--- config.mk ---
export PLATFORM = sky130hd
export DESIGN_NAME = i2c_reg_target
export DESIGN_NICKNAME = d
export VERILOG_FILES = /design/src/rtl/i2c_reg_target.sv
export SDC_FILE = /design/constraint.sdc
export NUM_CORES = 1
export LEC_CHECK = 0
export ABC_AREA = 1
export BUFFER_PORTS_ARGS = -buffer_cell sky130_fd_sc_hd__buf_2
export CORE_UTILIZATION = 50
export DETAILED_ROUTE_END_ITERATION = 8
export PLACE_DENSITY = 0.7
export SLEW_MARGIN = 20
export SYNTH_ARGS = -nofsm -noshare
export SYNTH_HDL_FRONTEND = slang
export SYNTH_SLANG_ARGS = --single-unit
--- constraint.sdc ---
create_clock -name clk -period 2.1 [get_ports clk]
set_clock_uncertainty 0.15 [all_clocks]
set_input_delay 0.21 -clock clk [delete_from_list [all_inputs] [get_ports clk]]
set_output_delay 0.21 -clock clk [all_outputs]
set_load 0.1 [all_outputs]
--- src/rtl/i2c_reg_target.sv ---
// I2C target exposing a 2^PTR_W-byte register space via a pointer with auto-increment.
// Latency: 3 clk pin-to-detect; sda_oe moves 1 clk after a detected SCL fall; wr_en 1 clk after bit 0.
// Backpressure: none; the target never stretches SCL and always ACKs write bytes.
module i2c_reg_target #(
    parameter logic [6:0] TARGET_ADDR = 7'h50,
    parameter int         PTR_W       = 4
) (
    input  logic             clk,
    input  logic             rst,
    input  logic             scl_in,
    input  logic             sda_in,
    output logic             sda_oe,
    output logic             busy,
    output logic             wr_en,
    output logic [PTR_W-1:0] wr_addr,
    output logic [7:0]       wr_data,
    output logic [PTR_W-1:0] rd_addr,
    input  logic [7:0]       rd_data
);

    typedef enum logic [2:0] {
        IDLE, ADDR, ADDR_ACK, WR_BYTE, WR_ACK, RD_BYTE, RD_ACK, WAIT_STOP
    } state_t;

    localparam logic [PTR_W-1:0] PTR_ONE = {{(PTR_W-1){1'b0}}, 1'b1};

    logic             scl_s1, scl_s2, scl_d;
    logic             sda_s1, sda_s2, sda_d;
    state_t           state;
    logic [2:0]       bit_cnt;
    logic [7:0]       shreg;
    logic [PTR_W-1:0] ptr;
    logic             ptr_byte;   // next completed write byte loads the pointer
    logic             inc_pend;   // pointer bump owed one cycle after a write strobe
    logic             byte_done;  // phase flag: byte/ack clock seen, act on next fall
    logic             rx_nack;

    logic             scl_rise, scl_fall, start_det, stop_det;
    logic [7:0]       shift_in;

    // Two-flop synchronizer plus one history stage for edge detection; bus idles high.
    always_ff @(posedge clk) begin
        if (rst) begin
            scl_s1 <= 1'b1; scl_s2 <= 1'b1; scl_d <= 1'b1;
            sda_s1 <= 1'b1; sda_s2 <= 1'b1; sda_d <= 1'b1;
        end else begin
            scl_s1 <= scl_in; scl_s2 <= scl_s1; scl_d <= scl_s2;
            sda_s1 <= sda_in; sda_s2 <= sda_s1; sda_d <= sda_s2;
        end
    end

    // START/STOP only count while SCL is steadily high, so a coincident SCL edge wins.
    assign scl_rise  = scl_s2 & ~scl_d;
    assign scl_fall  = ~scl_s2 & scl_d;
    assign start_det = scl_s2 & scl_d & ~sda_s2 & sda_d;
    assign stop_det  = scl_s2 & scl_d & sda_s2 & ~sda_d;
    assign shift_in  = {shreg[6:0], sda_s2};
    assign rd_addr   = ptr;

    // Protocol FSM with registered SDA drive, busy flag, write strobe and pointer.
    always_ff @(posedge clk) begin
        if (rst) begin
            state     <= IDLE;
            bit_cnt   <= 3'd0;
            shreg     <= 8'h00;
            ptr       <= '0;
            ptr_byte  <= 1'b0;
            inc_pend  <= 1'b0;
            byte_done <= 1'b0;
            rx_nack   <= 1'b0;
            sda_oe    <= 1'b0;
            busy      <= 1'b0;
            wr_en     <= 1'b0;
            wr_addr   <= '0;
            wr_data   <= 8'h00;
        end else begin
            wr_en <= 1'b0;
            if (inc_pend) begin
                ptr      <= ptr + PTR_ONE;
                inc_pend <= 1'b0;
            end
            if (stop_det) begin
                state     <= IDLE;
                sda_oe    <= 1'b0;
                busy      <= 1'b0;
                byte_done <= 1'b0;
            end else if (start_det) begin
                // Partial bytes are dropped; pointer is kept for combined transfers.
                state     <= ADDR;
                bit_cnt   <= 3'd0;
                byte_done <= 1'b0;
                sda_oe    <= 1'b0;
            end else begin
                case (state)
                    ADDR: begin
                        if (scl_rise && !byte_done) begin
                            shreg   <= shift_in;
                            bit_cnt <= bit_cnt + 3'd1;
                            if (bit_cnt == 3'd7) byte_done <= 1'b1;
                        end else if (scl_fall && byte_done) begin
                            byte_done <= 1'b0;
                            if (shreg[7:1] == TARGET_ADDR) begin
                                sda_oe <= 1'b1;
                                busy   <= 1'b1;
                                state  <= ADDR_ACK;
                            end else begin
                                state <= WAIT_STOP;
                            end
                        end
                    end
                    ADDR_ACK: begin
                        if (scl_fall) begin
                            bit_cnt <= 3'd0;
                            if (shreg[0]) begin
                                shreg  <= rd_data;
                                sda_oe <= ~rd_data[7];
                                state  <= RD_BYTE;
                            end else begin
                                sda_oe   <= 1'b0;
                                ptr_byte <= 1'b1;
                                state    <= WR_BYTE;
                            end
                        end
                    end
                    WR_BYTE: begin
                        if (scl_rise) begin
                            shreg   <= shift_in;
                            bit_cnt <= bit_cnt + 3'd1;
                            if (bit_cnt == 3'd7) begin
                                if (ptr_byte) begin
                                    ptr      <= shift_in[PTR_W-1:0];
                                    ptr_byte <= 1'b0;
                                end else begin
                                    wr_en    <= 1'b1;
                                    wr_addr  <= ptr;
                                    wr_data  <= shift_in;
                                    inc_pend <= 1'b1;
                                end
                                byte_done <= 1'b0;
                                state     <= WR_ACK;
                            end
                        end
                    end
                    WR_ACK: begin
                        // First fall drives ACK, second fall releases it.
                        if (scl_fall) begin
                            if (!byte_done) begin
                                sda_oe    <= 1'b1;
                                byte_done <= 1'b1;
                            end else begin
                                sda_oe    <= 1'b0;
                                byte_done <= 1'b0;
                                bit_cnt   <= 3'd0;
                                state     <= WR_BYTE;
                            end
                        end
                    end
                    RD_BYTE: begin
                        if (scl_rise) begin
                            bit_cnt <= bit_cnt + 3'd1;
                            if (bit_cnt == 3'd7) byte_done <= 1'b1;
                        end else if (scl_fall) begin
                            if (byte_done) begin
                                sda_oe    <= 1'b0;
                                byte_done <= 1'b0;
                                state     <= RD_ACK;
                            end else begin
                                shreg  <= {shreg[6:0], 1'b0};
                                sda_oe <= ~shreg[6];
                            end
                        end
                    end
                    RD_ACK: begin
                        if (scl_rise) begin
                            rx_nack   <= sda_s2;
                            ptr       <= ptr + PTR_ONE;
                            byte_done <= 1'b1;
                        end else if (scl_fall && byte_done) begin
                            byte_done <= 1'b0;
                            if (!rx_nack) begin
                                shreg   <= rd_data;
                                sda_oe  <= ~rd_data[7];
                                bit_cnt <= 3'd0;
                                state   <= RD_BYTE;
                            end else begin
                                state <= WAIT_STOP;
                            end
                        end
                    end
                    default: ;
                endcase
            end
        end
    end

endmodule

==> Word-level counts from Yosys, hierarchy flattened <==
Cells that the tools add are included.
{ "word_totals": {"register_bits": 42, "in_bits": 12, "out_inout_bits": 19, "wordCells": 182} }
{ "classes": {"n_addsub": 2, "n_eq_ne": 42, "mux": 73, "bitwise": 20, "reduce_logical": 25} }
{ "ops": {"columns": ["op", "n"], "rows": [
  ["$mux W8", 10],
  ["$mux W3", 23],
  ["$ne A3 B3 Y1 const B", 15],
  ["$pmux W8 S5", 1],
  ["$reduce_and A13 Y1", 3],
  ["$ne A2 B2 Y1 const B", 18],
  ["$mux W4", 7],
  ["$mux W1", 25],
  ["$pmux W3 S6", 1],
  ["$pmux W3 S5", 1],
  ["$reduce_bool A5 Y1", 3],
  ["$not A1 Y1", 13],
  ["$eq A3 B3 Y1 const B", 4],
  ["$reduce_and A12 Y1", 1],
  ["$reduce_bool A6 Y1", 2],
  ["$reduce_and A11 Y1", 1],
  ["$pmux W1 S5", 2],
  ["$reduce_and A10 Y1", 1],
  ["$reduce_and A5 Y1", 2],
  ["$pmux W4 S2", 1],
  ["$and A1 B1 Y1", 7],
  ["$eq A7 B7 Y1 const B", 1],
  ["$reduce_and A7 Y1", 1],
  ["$reduce_bool A7 Y1", 1],
  ["15 further kinds", 18]
]} }

==> Logic depth before layout (Yosys ltp) <==
{ "depth": {"depth_word": 8, "mapped_depth": 12} }

==> Least setup slack after synthesis <==
OpenSTA, ideal clock, no wires.
{ "synth_timing": {"kind": "reg-to-reg", "from": "reg ptr[0], in the netlist rd_addr[0]", "to": "reg ptr[2], in the netlist rd_addr[2]", "setup_ns": 0.113, "t_arrival_ns": 1.959, "path_slack_ns": -0.123, "stages_incl_launch_ff": 9, "n_path_buf": 0, "path_cell_list": "dfxtp_1 -> ha_1 -> xor2_1 -> nand2_1 -> o21ai_0 -> o21ai_0 -> nand3_1 -> nand2_1 -> nand2_1"} }
{ "synth_between": {"elab_chain_len": 8, "elab_cells_between_ends": 9, "classes_between": "add/sub: 1; mux: 8"} }
{ "synth_rtl": {"columns": ["element", "line", "rtl"], "rows": [
  ["start, declared", "32", "logic [PTR_W-1:0] ptr;"],
  ["start signal, assigned", "79", "ptr <= ptr + PTR_ONE;"],
  ["start signal, assigned", "131", "ptr <= shift_in[PTR_W-1:0];"],
  ["start signal, assigned", "176", "ptr <= ptr + PTR_ONE;"],
  ["$add A4 B1 Y4 *", "79, 176", null],
  ["$mux W4", "78", "if (inc_pend) begin"],
  ["$mux W4", "130", "if (ptr_byte) begin"],
  ["$mux W4", "129", "if (bit_cnt == 3'd7) begin"],
  ["$mux W4", "126", "if (scl_rise) begin"],
  ["$pmux W4 S2", "94", "case (state)"],
  ["$mux W4", "87", "end else if (start_det) begin"],
  ["$mux W4 *", "82", "if (stop_det) begin"]
]} }
Every way passes the cells marked *; elsewhere a longest branch is shown, timed or not.
A chain may end at the register's enable or synchronous reset.

==> Final worst setup path <==
{ "layout_timing": {"from": "reg scl_s2", "to": "reg shreg[2]"} }
{ "layout_between": {"elab_chain_len": 5, "elab_cells_between_ends": 20, "classes_between": "eq/ne: 7; bitwise: 10; reduce/logical: 3"} }
{ "layout_rtl": {"columns": ["element", "line", "rtl"], "rows": [
  ["start, declared", "27", "logic scl_s1, scl_s2, scl_d;"],
  ["start signal, assigned", "47", "scl_s1 <= scl_in; scl_s2 <= scl_s1; scl_d <= scl_s2;"],
  ["$and A1 B1 Y1 or $not A1 Y1 (tied branches)", "55, 56, 54", null],
  ["$and A1 B1 Y1, on equally long branches", "56, 54, 55", null],
  ["$and A1 B1 Y1, or another cell as far along", "56", "assign stop_det = scl_s2 & scl_d & sda_s2 & ~sda_d;"],
  ["$not A1 Y1 (no source line) or $ne A2 B2 Y1 (tied branches)", null, null],
  ["$reduce_and A13 Y1 (no source line) *", null, null],
  ["end signal, assigned", "97", "shreg <= shift_in;"],
  ["end signal, assigned", "115", "shreg <= rd_data;"],
  ["end signal, assigned", "127", "shreg <= shift_in;"],
  ["end, declared", "31", "logic [7:0] shreg;"]
]} }
Marks and branches as above.

==> flow_metrics.tcl <==
set metrics [dict create \
    outcome "finished clean" \
    grt_first_pass_wirelength_mm 11.34 \
    fin_tns_setup_ns 0 \
    finalWirelength_mm 7.015 \
    n_antenna_cell 0 \
    root_buffer "clkbuf_8" \
    cp_common_cell "nor2_1" \
    cts_max_level 2 \
    grt_overflow 0 \
    fin_crit_ns 1.988 \
    min_period_over_period 0.9466 \
    drive_gt1_frac 0.2237 \
    critPathMaxStageDelay_ns 0.33 \
    grt_setup_unrepaired "false" \
    fin_hold_ws_ns 0.1003 \
    hp-class "in -> reg" \
    ys_warn_count 0 \
    critical-path-slowest-cell "dfxtp_1" \
    gp_congestion 1.021 \
    hpwl_mm 5.258 \
    area_delta_synth_final_pct 17.43 \
    clkLatencyLatePin_ns 0.31 \
    grt_pass1_vias 2424 \
    leakagePower_nw 1.557 \
    post_drt_via_cell_ratio 5.360 \
    hold_viol 0 \
    setup_ws_ns 0.1122 \
    cellPowerDensity_nw_per_um2 1192 \
    cts_sinks 42 \
    regArea_um2 843.3 \
    fillers 496 \
    async_reset_ff_frac 0 \
    nNetsFinal 455 \
    drt-initial-drc-count 252 \
    tightest_slew_ns 0.4871 \
    synth_cells 392 \
    cts_tree "built" \
    ys.flop_type "dfxtp_1" \
    die_x_um 74.58 \
    critPathRequiredTime_ns 2.20 \
    synth_edf_count 0 \
    start_util 0.5190 \
    die_y_um 74.58 \
    syn-num-nets 410 \
    coreArea_um2 5075 \
    cts_buffers 5 \
    clockBufferDepth 2 \
    arrival_ns 2.09 \
    yosysUniqueCellTypes 37 \
    num_rows 26 \
    maxSlewHeadroom 0.6775 \
    setup_viol 0 \
    ir_drop_uv 636.6 \
    dp_slack_ns 0.1291 \
    via_count 2723 \
    first_pass_iters 5 \
    dieArea_um2 5561 \
    detail-route-antenna-nets 0 \
    drv_slew 0 \
    synth.cell_area_um2 2634 \
    seq_area_frac_synth 0.3192 \
    cp_num_buf_inv 0 \
    io_pins 31 \
    routedWlPerCell_um 13.81 \
    maxCapViolations 0 \
    critPathLaunchType "register" \
    grt.total_usage 0.2742 \
    antenna_found_initial 0 \
    synth_seq_cells 42 \
    drc 0 \
    endpoint_kind "register" \
    clk_pin_slew_worst_paths_ns 0.09 \
    grt_max_degree 22 \
    critPathMaxFanout 8 \
    critical_path_class "reg -> reg" \
    crit_family "simple AND/OR/NAND/NOR gates" \
    multi_input_comb_area_um2 1543 \
    port_buffers 30 \
    syn_area_per_cell_um2 6.719 \
    cp_cell_sequence "ha_1, nand3_1, nand2_1, nor3_2, nand2_2, nor2_4, nor2_1, nor2_1" \
    fmax_ghz 0.5031 \
]
-- final timing paths --
| check | start | to | slack (ns) | cells after the start |
|---|---|---|---|---|
| worst max-delay path | scl_s2$_SDFF_PP1_ | shreg[2]$_SDFFE_PP0P_ | 0.11 | 8 |
| worst min-delay path | rst | ptr_byte$_SDFFE_PP0P_ | 0.10 | 2 |
| worst min register to register | scl_s1$_SDFF_PP1_ | scl_s2$_SDFF_PP1_ | 0.27 | 1 |
| worst max register to register | scl_s2$_SDFF_PP1_ | shreg[2]$_SDFFE_PP0P_ | 0.11 | 8 |
-- per-layer routing --
| layer | track usage | wire length, µm |
|---|---|---|
| met1 | 0.3647 | 3266 |
| met2 | 0.4394 | 3195 |
| met3 | 0.04201 | 352 |
| met4 | 0.1216 | 200 |
| met5 | 0 | 0 |
-- cell type report --
class,instances,area share
Clock inverter,3,0.01578
Clock buffer,5,0.02225
Multi-Input combinational cell,288,0.4988
Sequential cell,42,0.2727
Timing Repair Buffer,49,0.1003
Tap cell,70,0.02832
Inverter,51,0.06189
-- metrics by stage --
| step | total power (W) | utilization | std cells | area (µm²) |
|---|---|---|---|---|
| 4_1_cts | 0.003668 | 0.6013 | 506 | 3052 |
| 3_3_place_gp | 0.002978 | 0.5742 | 496 | 2914 |
| 3_5_place_dp | 0.002979 | 0.5742 | 496 | 2914 |
| 2_1_floorplan | 0.002561 | - | 392 | 2636 |
| 6_report | 0.003687 | 0.6095 | 508 | 3093 |
| 5_1_grt | 0.003978 | 0.6095 | 508 | 3093 |
-- layout by cell type, fill, tap and decap left out, types with 2 or more instances in the layout --
cell type,instances
buf_4,16
dfxtp_1,40
a31oi_1,3
nor3_1,4
inv_2,3
nor2_1,61
dlygate4sd3_1,2
ha_1,6
nor3_2,2
buf_2,30
nand3_2,4
nand3_1,27
nand4_1,7
o21ai_0,28
nand2_4,2
dfxtp_2,2
or2_2,6
nor2_2,6
xor2_1,2
clkbuf_8,5
nand2_2,6
nand2_1,70
inv_1,48
a21oi_2,2
nor3_4,3
o211ai_1,8
a21oi_1,27
nor2_4,4
o21bai_1,2
-- power by group --
| group | leakage [nW] | total [W] | switching [W] | internal (W) |
|---|---|---|---|---|
| clock network | 0.0563 | 0.000689 | 0.000327 | 0.000363 |
| registers | 0.343 | 0.00108 | 0.000147 | 0.000933 |
| logic | 1.16 | 0.00192 | 0.00125 | 0.000673 |
| total | 1.56 | 0.00369 | 0.00172 | 0.00197 |
-- cell usage after synthesis (2+ instances only) --
| library cell | count | area share |
|---|---|---|
| nand2_1 | 70 | 0.10 |
| nor2_1 | 62 | 0.088 |
| inv_1 | 48 | 0.068 |
| dfxtp_1 | 42 | 0.32 |
| o21ai_0 | 28 | 0.053 |
| a21oi_1 | 27 | 0.051 |
| nand3_1 | 27 | 0.051 |
| o211ai_1 | 8 | 0.023 |
| nand4_1 | 7 | 0.017 |
| ha_1 | 6 | 0.029 |
| nand2_2 | 6 | 0.014 |
| nor2_2 | 6 | 0.014 |
| or2_2 | 6 | 0.014 |
| clkbuf_1 | 4 | 0.0057 |
| nand3_2 | 4 | 0.015 |
| nor3_1 | 4 | 0.0076 |
| a31oi_1 | 3 | 0.0071 |
| buf_6 | 3 | 0.013 |
| inv_2 | 3 | 0.0043 |
| nor2_4 | 3 | 0.013 |
| nor3_2 | 3 | 0.011 |
| a21oi_2 | 2 | 0.0067 |
| buf_4 | 2 | 0.0057 |
| nand2_4 | 2 | 0.0086 |
| nor3_4 | 2 | 0.012 |
| o21bai_1 | 2 | 0.0057 |
| xor2_1 | 2 | 0.0067 |
-- worst register-to-register path, stage by stage, from the launching register on --
cell,delay (ns)
dfxtp_1,0.33
ha_1,0.24
nand3_1,0.18
nand2_1,0.30
nor3_2,0.28
nand2_2,0.09
nor2_4,0.19
nor2_1,0.06
nor2_1,0.10
-- registers in the layout, indices dropped and copies added, names as in the netlist --
name / count
bit_cnt: 3
byte_done: 1
rd_addr: 4
scl_s2: 1
scl_d: 1
scl_s1: 1
ptr_byte: 1
sda_d: 1
sda_oe: 1
sda_s1: 1
shreg: 8
wr_addr: 4
inc_pend: 1
rx_nack: 1
state: 3
busy: 1
wr_data: 8
sda_s2: 1
-- logic make-up after synthesis --
kind of cell / Yosys count / share of synthesized area
compound gates: 75 / 0.1629
xor+xnor: 3 / 0.009978
fa+ha+maj: 6 / 0.02850
buf+inv: 62 / 0.1002
flops: 42 / 0.3192
simple gates: 204 / 0.3791
-- what timing repair did --
item                       CTS  global route
gates resized for setup      0             3
hold buffers                 2             0
buffers inserted             0             2
setup endpoints to repair    0             8
hold endpoints to repair     2             0
No activity file was read; power rests on OpenSTA's default activity.
